## src/rtl/register_file.sv

```systemverilog
// Architectural register file with per-register rename tags, fed by the ROB
// commit stream and serving operand reads (with bypass) to the instruction unit.
module register_file #(
    parameter int ROB_WIDTH = 4,
    parameter int REG_COUNT = 32
) (
    input  logic                 clockIn,
    input  logic                 resetIn,
    input  logic                 clear,
    input  logic                 commitValid,
    input  logic [4:0]           commitDest,
    input  logic [31:0]          commitValue,
    input  logic [ROB_WIDTH-1:0] commitRobId,
    input  logic                 renameValid,
    input  logic [4:0]           renameDest,
    input  logic [ROB_WIDTH-1:0] renameRobId,
    input  logic [4:0]           rs1Index,
    output logic [31:0]          rs1Value,
    output logic                 rs1Busy,
    output logic [ROB_WIDTH-1:0] rs1Dep,
    input  logic [4:0]           rs2Index,
    output logic [31:0]          rs2Value,
    output logic                 rs2Busy,
    output logic [ROB_WIDTH-1:0] rs2Dep
);

    typedef struct packed {
        logic [31:0]          value;
        logic                 busy;
        logic [ROB_WIDTH-1:0] dep;
    } readResult;

    // x0 has no storage; index 0 is never decoded.
    logic [31:0]          regValue [1:REG_COUNT-1];
    logic [ROB_WIDTH-1:0] regTag   [1:REG_COUNT-1];
    logic [REG_COUNT-1:1] regBusy;

    logic [REG_COUNT-1:1] commitSel;
    logic [REG_COUNT-1:1] commitMatch;
    logic [REG_COUNT-1:1] renameSel;

    readResult rs1Result;
    readResult rs2Result;

    // commitMatch marks the register whose pending producer is committing now;
    // it drives both the busy clear and the read bypass.
    always_comb begin
        commitSel   = '0;
        commitMatch = '0;
        renameSel   = '0;
        for (int r = 1; r < REG_COUNT; r++) begin
            commitSel[r]   = commitValid && (commitDest == 5'(r));
            commitMatch[r] = commitSel[r] && regBusy[r] && (regTag[r] == commitRobId);
            renameSel[r]   = renameValid && (renameDest == 5'(r));
        end
    end

    // NOTE: the value array is reset together with busy/tag so that reads during
    // and right after reset return zero; this costs a reset net on every flop.
    always_ff @(posedge clockIn or negedge resetIn) begin
        if (!resetIn) begin
            regBusy <= '0;
            for (int r = 1; r < REG_COUNT; r++) begin
                regValue[r] <= '0;
                regTag[r]   <= '0;
            end
        end else begin
            for (int r = 1; r < REG_COUNT; r++) begin
                if (commitSel[r]) begin
                    regValue[r] <= commitValue;
                end
                // Priority: flush beats rename, rename beats the commit's busy clear.
                if (clear) begin
                    regBusy[r] <= 1'b0;
                end else if (renameSel[r]) begin
                    regBusy[r] <= 1'b1;
                    regTag[r]  <= renameRobId;
                end else if (commitMatch[r]) begin
                    regBusy[r] <= 1'b0;
                end
            end
        end
    end

    function automatic readResult readPort(input logic [4:0] index);
        readResult res;
        res = '0;
        for (int r = 1; r < REG_COUNT; r++) begin
            if (index == 5'(r)) begin
                res.value = regValue[r];
                res.busy  = regBusy[r];
                res.dep   = regTag[r];
                if (commitMatch[r]) begin
                    res.value = commitValue;
                    res.busy  = 1'b0;
                end
            end
        end
        return res;
    endfunction

    always_comb begin
        rs1Result = readPort(rs1Index);
        rs2Result = readPort(rs2Index);
    end

    assign rs1Value = rs1Result.value;
    assign rs1Busy  = rs1Result.busy;
    assign rs1Dep   = rs1Result.dep;
    assign rs2Value = rs2Result.value;
    assign rs2Busy  = rs2Result.busy;
    assign rs2Dep   = rs2Result.dep;

endmodule

```

## config.mk

```make
export PLATFORM = sky130hd
export DESIGN_NAME = register_file
export DESIGN_NICKNAME = d
export VERILOG_FILES = /design/src/rtl/register_file.sv
export SDC_FILE = /design/constraint.sdc
export NUM_CORES = 2
export LEC_CHECK = 0
export BUFFER_PORTS_ARGS = -buffer_cell sky130_fd_sc_hd__buf_2
export CAP_MARGIN = 40
export CORE_MARGIN = 4
export CORE_UTILIZATION = 25
export CTS_BUF_LIST = sky130_fd_sc_hd__clkbuf_2
export DETAILED_ROUTE_END_ITERATION = 8
export MAX_ROUTING_LAYER = met4
export PLACE_DENSITY = 0.36
export SLEW_MARGIN = 25
export SYNTH_ARGS = -nofsm -noshare
export SYNTH_HDL_FRONTEND = slang
export SYNTH_SLANG_ARGS = --single-unit
```

## constraint.sdc

```tcl
create_clock -name clockIn -period 5.9 [get_ports clockIn]
set_input_delay 1.18 -clock clockIn [delete_from_list [all_inputs] [get_ports clockIn]]
set_output_delay 1.18 -clock clockIn [all_outputs]
set_load 0.05 [all_outputs]
```

Word-level counts from Yosys, hierarchy flattened:

Cells that the tools add are included.

* register bits: 1147
* bits in latches: 0
* RAM bits: 0
* memory bits (read-only): 0
* memories: 0

* add/sub/neg operators: 0
* multipliers: 0
* div/mod/pow operators: 0
* order comparisons: 0
* equality and inequality tests: 155
* shifts and indexed selects: 0
* multiplexer cells: 186
* bitwise logic cells: 1
* reduce and logical (&&, ||, !) cells: 186

Operators with widths (count)
* 2-to-1 mux 37 bit: 62
* 2-to-1 mux 33 bit: 31
* equality test 5 bit (second input constant): 64
* equality test 5 x 4 -> 1 bit (second input constant): 32
* equality test 4 bit: 31
* logical AND 1 bit: 124
* 2-to-1 mux 1 bit: 93
* nonzero test 3 bit: 31
* equality test 5 x 3 -> 1 bit (second input constant): 16
* AND reduction 2 bit: 31
* equality test 5 x 2 -> 1 bit (second input constant): 8
* equality test 5 x 1 -> 1 bit (second input constant): 4
* inverter 1 bit: 1

Depth between registers and ports, before layout:

* depth after elaboration: 36
* mapped depth: 15
* mapped depth without buffers: 10

Worst setup path after synthesis:

Ideal clock, no wire load.

* kind: input -> output
* start: input port commitDest[0]
* end: output port rs1Value[11]
* arrival time: 4599 ps
* path slack: 121 ps
* stages: 13
* buffers on the path: 5
* path through: buf_2 -> and4bb_2 -> buf_2 -> nand4_1 -> nor2_1 -> buf_4 -> buf_6 -> buf_6 -> mux2i_1 -> a221oi_1 -> o21ai_0 -> o211a_1 -> o31ai_1

* word-level cells in the longest chain between the ends: 36
* elaborated cells on any way between the ends: 186

Ends and longest elaborated chain
* start: declaration: RTL line 11 `input logic [4:0] commitDest,`
* equality test 5 x 1 -> 1 bit: RTL line 52 `commitSel[r] = commitValid && (commitDest == 5'(r));`
* logical AND 1 bit: RTL line 52
* logical AND 1 bit (2 in a row): RTL line 53 `commitMatch[r] = commitSel[r] && regBusy[r] && (regTag[r] == commitRobId);`
* 2-to-1 mux 33 bit: RTL line 93 `if (commitMatch[r]) begin`
* 2-to-1 mux 37 bit (30 in a row): RTL line 89 `if (index == 5'(r)) begin`
* 2-to-1 mux 37 bit *: RTL line 89
* end: declaration: RTL line 18 `output logic [31:0] rs1Value,`

Every way passes the cells marked *; elsewhere a longest branch is shown, timed or not.

Final worst setup path:

* start: register regTag[78] (netlist name)
* end: output port rs2Value[13]

* word-level cells in the longest chain between the ends: 23

Ends and longest elaborated chain
* start: declaration: RTL line 35 `logic [ROB_WIDTH-1:0] regTag [1:REG_COUNT-1];`
* start signal: indexed assignment: RTL line 77 `regTag[r] <= renameRobId;`
* equality test 4 bit: RTL line 53
* logical AND 1 bit: RTL line 53
* 2-to-1 mux 33 bit: RTL line 93
* 2-to-1 mux 37 bit (20 in a row): RTL line 89
* end: declaration: RTL line 22 `output logic [31:0] rs2Value,`

No other way between the ends.

==> impl_results.rst <==
.. list-table::
   :header-rows: 1

   * - Metric
     - Value
   * - Highest clock frequency the design can meet
     - 155 MHz
   * - Worst Setup End Kind
     - output port
   * - Per-instance average area after synthesis
     - 10.3 um2
   * - Overall die height
     - 543 um
   * - Part of the Yosys area used for sequential elements
     - 0.402
   * - Levels on crit path
     - 13
   * - Proportion of synthesized area in mux cells
     - 0.303
   * - Vias in the first global route
     - approximately 68k
   * - Dominant combinational cell family by area after synthesis
     - multiplexers
   * - DP Cell Count
     - 11.4k
   * - Share of the synthesized area in compound gates (AO/OA/AOI/OAI)
     - 0.160
   * - Detailed placement HPWL
     - 288,000 um
   * - Start-to-end type of the worst setup path
     - reg2out
   * - Total of flip-flops plus latches after synthesis
     - 1,147
   * - Antenna Nets Post-Route
     - 0
   * - Ratio of final minimum period to clock period
     - 1.10
   * - Hold Path Stages
     - 3
   * - Startpoint class of the critical path
     - flip-flop
   * - Clk_lat worst skew
     - 1850 ps
   * - MaxCap Viol Count
     - 0
   * - Power density over the cells
     - ~240 nW/um2
   * - Count of buffers from port buffering
     - 138
   * - I/O pin total
     - 139
   * - Xor-xnor portion of the synthesized cell area
     - 0.0154
   * - Die X-Extent
     - about 540 um
   * - Largest net degree at the start of global routing
     - roughly 130
   * - Total Die Area
     - between 200,000 and 300,000 um2
   * - Failing checks
     - negative setup slack
   * - VDD IR max
     - approximately 0.00014 V
   * - Filler cells
     - 28.6k
   * - Cell Rows
     - 195
   * - Simple-gate area share of the yosys netlist
     - 0.0764
   * - Final Setup Violations
     - 65
   * - Cell type with the highest occurrence count on the critical path
     - sky130_fd_sc_hd__buf_12
   * - Critical path cell sequence
     - xnor2_2, nand3_2, nor3_4, buf_12, buf_12, mux2_4, a21oi_4, or4b_4, o211ai_1, buf_4, a22oi_2, a221o_1, buf_12
   * - Arithmetic-cell share of the synthesized area counting full adders, half adders and majority gates
     - 0
   * - Max H-tree Level
     - 5
   * - Number of max-slew violations in the final report
     - 0
   * - Worst path top cell family by delay
     - compound AO/OA/AOI/OAI gates
   * - Min setup slack post-route
     - -566 ps
   * - Rel. slew slack
     - 0.354
   * - Post-Synthesis Cell Area
     - around 70,000 um2
   * - Highest fanout seen on the critical path
     - 4
   * - Endpoints failing hold
     - 0
   * - Worst-path clk slew
     - 110 ps
   * - Distinct cells, synth
     - 83
   * - Fraction of final layout cells sized beyond drive strength 1
     - 0.490
   * - YS warnings
     - 0
   * - Total length of routed wires
     - 400,000 um
   * - Clock sinks
     - 1,147
   * - Initial DRC Count
     - 6,333
   * - NumNets Final
     - 8,336
   * - First drt pass iteration count
     - 6
   * - Min cycle time layout
     - roughly 6500 ps
   * - Share of flip-flops with an asynchronous set or reset after synthesis
     - 1.00
   * - Most used flip-flop cell after synthesis
     - sky130_fd_sc_hd__dfrtp_1
   * - Unrepaired setup endpoints after global routing
     - true
   * - TritonCTS clock tree
     - built
   * - Detail-routed net length per standard cell
     - ~33 um
   * - Data arrival, critical path
     - ~5300 ps
   * - Post-route clock skew
     - 147 ps
   * - Via-per-instance ratio
     - 5.51
   * - Data required, critical path
     - 4720 ps
   * - Cell with the largest stage delay on the worst path
     - sky130_fd_sc_hd__or4b_4
   * - Run status
     - finished with violations
   * - Placeable Area
     - 283,000 um2
   * - Wire length of the first global-routing pass
     - 554,000 um
   * - Final weighted congestion in routability-driven placement
     - 0.943
   * - Final instance count without filler cells
     - 12.3k
   * - Net Count, Synth
     - 7,012
   * - Total vias in the final route
     - 67.6k
   * - Total global routing overflow
     - 0
   * - Worst-margin pin slew
     - roughly 970 ps
   * - CTS buffer count
     - 362
   * - Leakage power total
     - 0.0406 uW
   * - Maximum single-stage delay on the critical path
     - 500 ps
   * - Hold crit path type
     - in2reg
   * - Area grow syn2layout
     - 38.4%
   * - Worst hold margin
     - ~350 ps
   * - Post-synth EDFFs
     - 0
   * - Worst path buffer plus inverter count
     - 4
   * - Setup total negative slack
     - -20,790 ps
   * - Post-Syn Instances
     - approximately 6.9k
   * - Cell chosen for the clock root
     - sky130_fd_sc_hd__clkbuf_2
   * - Final Util
     - 0.349
   * - Initial antenna violation count
     - 12
   * - Number of buffers on the longest clock path
     - 4
   * - Starting density of the core
     - 0.252
   * - Residual DRC count
     - 0
   * - Overall routing resource usage
     - 0.269
   * - Path depth of the worst reg2reg path
     - 8
flip-flops by register name (all words and copies together), names as in the netlist:
register / flops
regTag: 124
regBusy: 31
regValue: 992
cell usage after synthesis (13+ instances only):
cell type                   instances  share of area
sky130_fd_sc_hd__a21o_1            23         0.0024
sky130_fd_sc_hd__a22o_1            49         0.0060
sky130_fd_sc_hd__buf_4             31         0.0033
sky130_fd_sc_hd__dfrtp_1         1147           0.40
sky130_fd_sc_hd__a31oi_1           42         0.0037
sky130_fd_sc_hd__nor3_1           113         0.0079
sky130_fd_sc_hd__a221o_1           14         0.0020
sky130_fd_sc_hd__o22ai_1          437          0.038
sky130_fd_sc_hd__xnor2_1           82          0.010
sky130_fd_sc_hd__a2111oi_0         18         0.0022
sky130_fd_sc_hd__o211ai_1          33         0.0035
sky130_fd_sc_hd__o21ai_0          372          0.026
sky130_fd_sc_hd__xor2_1            44         0.0054
sky130_fd_sc_hd__nor2_1           264          0.014
sky130_fd_sc_hd__o221ai_1          47         0.0058
sky130_fd_sc_hd__o31ai_1           21         0.0022
sky130_fd_sc_hd__a221oi_1          76         0.0093
sky130_fd_sc_hd__buf_1             80         0.0042
sky130_fd_sc_hd__o2111ai_1         22         0.0027
sky130_fd_sc_hd__nand3_1          139         0.0097
sky130_fd_sc_hd__or4_1             16         0.0017
sky130_fd_sc_hd__o22a_1            14         0.0017
sky130_fd_sc_hd__or3_1             27         0.0024
sky130_fd_sc_hd__mux2i_1          899           0.13
sky130_fd_sc_hd__a211oi_1          30         0.0032
sky130_fd_sc_hd__nand2_1          336          0.018
sky130_fd_sc_hd__nand2b_1          27         0.0024
sky130_fd_sc_hd__buf_2             76         0.0053
sky130_fd_sc_hd__and4_1            13         0.0016
sky130_fd_sc_hd__a21oi_1          328          0.023
sky130_fd_sc_hd__nand4_1           49         0.0043
sky130_fd_sc_hd__a22oi_1          173          0.018
sky130_fd_sc_hd__clkbuf_1         547          0.029
sky130_fd_sc_hd__mux2_2          1125           0.18
sky130_fd_sc_hd__nor4_1            48         0.0042
sky130_fd_sc_hd__a222oi_1          13         0.0018
stage by stage:
stage / power, uW / setup slack, ps / cell area, um2
floorplan: 13500 / 121 / 71400
detailed placement: 16700 / -894 / 86500
finish: 24200 / -566 / 98900
global route: 25500 / -719 / 98900
CTS: 24000 / -818 / 94600
global placement: 16600 / -989 / 86400
worst paths after layout:
path	startpoint	endpoint	slack, ps
worst max-delay path	regTag[78]	rs2Value[13]	-570
max in group asynchronous	resetIn	regTag[122]	4080
worst min register to register	regValue[720]	regValue[720]	490
worst max register to register	regTag[46]	regBusy[20]	3590
worst min-delay path	clear	regBusy[16]	350
min in group asynchronous	resetIn	regValue[248]	760
power by group:
| group | internal [uW] | total (uW) | switching, uW |
|---|---|---|---|
| clock | 2520 | 6540 | 4020 |
| combinational | 3490 | 7360 | 3870 |
| sequential | 9300 | 10300 | 983 |
worst register-to-register path, stage by stage (launching register included):
cell	delay (ps)
sky130_fd_sc_hd__dfrtp_2	440
sky130_fd_sc_hd__xnor2_2	140
sky130_fd_sc_hd__nand4_1	160
sky130_fd_sc_hd__nor4_4	310
sky130_fd_sc_hd__buf_12	170
sky130_fd_sc_hd__buf_4	160
sky130_fd_sc_hd__nand2b_1	200
sky130_fd_sc_hd__o21bai_1	70
sky130_fd_sc_hd__dlygate4sd3_1	550
layout make-up:
type / count / area (um2) / share of cell area
clock buffer: 512 / 2560 / 0.0259
clock inverter: 88 / 492 / 0.00497
tap: 3743 / 4680 / 0.0474
antenna: 8 / 20.0 / 0.000202
sequential: 1147 / 28800 / 0.291
timing repair buffer: 1699 / 16600 / 0.167
multi-input combinational: 5049 / 45800 / 0.463
inverter: 12 / 45.0 / 0.000456
metal layers:
| layer | vias up | global-route usage | wire length, um |
|---|---|---|---|
| met3 | 712 | 0.0433 | 24900 |
| met4 | 0 | 0.0898 | 15600 |
| met2 | 2753 | 0.412 | 179000 |
| met1 | 35000 | 0.363 | 180000 |
| met5 | - | - | 0 |
| li1 | 29100 | - | - |
cells by family after synthesis:
kind of cell,count (synthesis)
flip-flops,1147
buffers and inverters,751
AO/OA/AOI/OAI,1784
AND/OR/NAND/NOR,1115
multiplexers,2024
XOR/XNOR,126
cell usage in the layout, fill, tap and decap left out, types with 37 or more instances in the layout:
master / n
sky130_fd_sc_hd__buf_4: 1185
sky130_fd_sc_hd__mux2_2: 1112
sky130_fd_sc_hd__dfrtp_1: 1104
sky130_fd_sc_hd__mux2i_1: 732
sky130_fd_sc_hd__clkbuf_2: 512
sky130_fd_sc_hd__o22ai_1: 397
sky130_fd_sc_hd__nand2_1: 301
sky130_fd_sc_hd__o21ai_0: 276
sky130_fd_sc_hd__a21oi_1: 267
sky130_fd_sc_hd__buf_12: 225
sky130_fd_sc_hd__nor2_1: 191
sky130_fd_sc_hd__a22oi_1: 167
sky130_fd_sc_hd__buf_6: 123
sky130_fd_sc_hd__nand3_1: 117
sky130_fd_sc_hd__mux2i_4: 90
sky130_fd_sc_hd__mux2i_2: 77
sky130_fd_sc_hd__nor3_1: 68
sky130_fd_sc_hd__buf_2: 65
sky130_fd_sc_hd__clkinv_1: 63
sky130_fd_sc_hd__a221oi_1: 54
sky130_fd_sc_hd__dlygate4sd3_1: 51
sky130_fd_sc_hd__nand4_1: 49
sky130_fd_sc_hd__a22o_1: 49
sky130_fd_sc_hd__dfrtp_2: 43
sky130_fd_sc_hd__xnor2_1: 42
sky130_fd_sc_hd__xor2_1: 41
sky130_fd_sc_hd__o21ai_4: 40
sky130_fd_sc_hd__nor2_2: 38
sky130_fd_sc_hd__a21oi_4: 38
sky130_fd_sc_hd__nor2_4: 37
sky130_fd_sc_hd__xnor2_2: 37
what timing repair did:
action | CTS | global route
hold buffers | 52 | 0
setup buffers | 131 | 165
gates resized for setup | 777 | 627
endpoints found under the setup margin | 71 | 69
gates cloned | 5 | 3
pin swaps | 242 | 303
hold endpoints to repair | 1306 | 0
(Power assumes the default switching activity.)
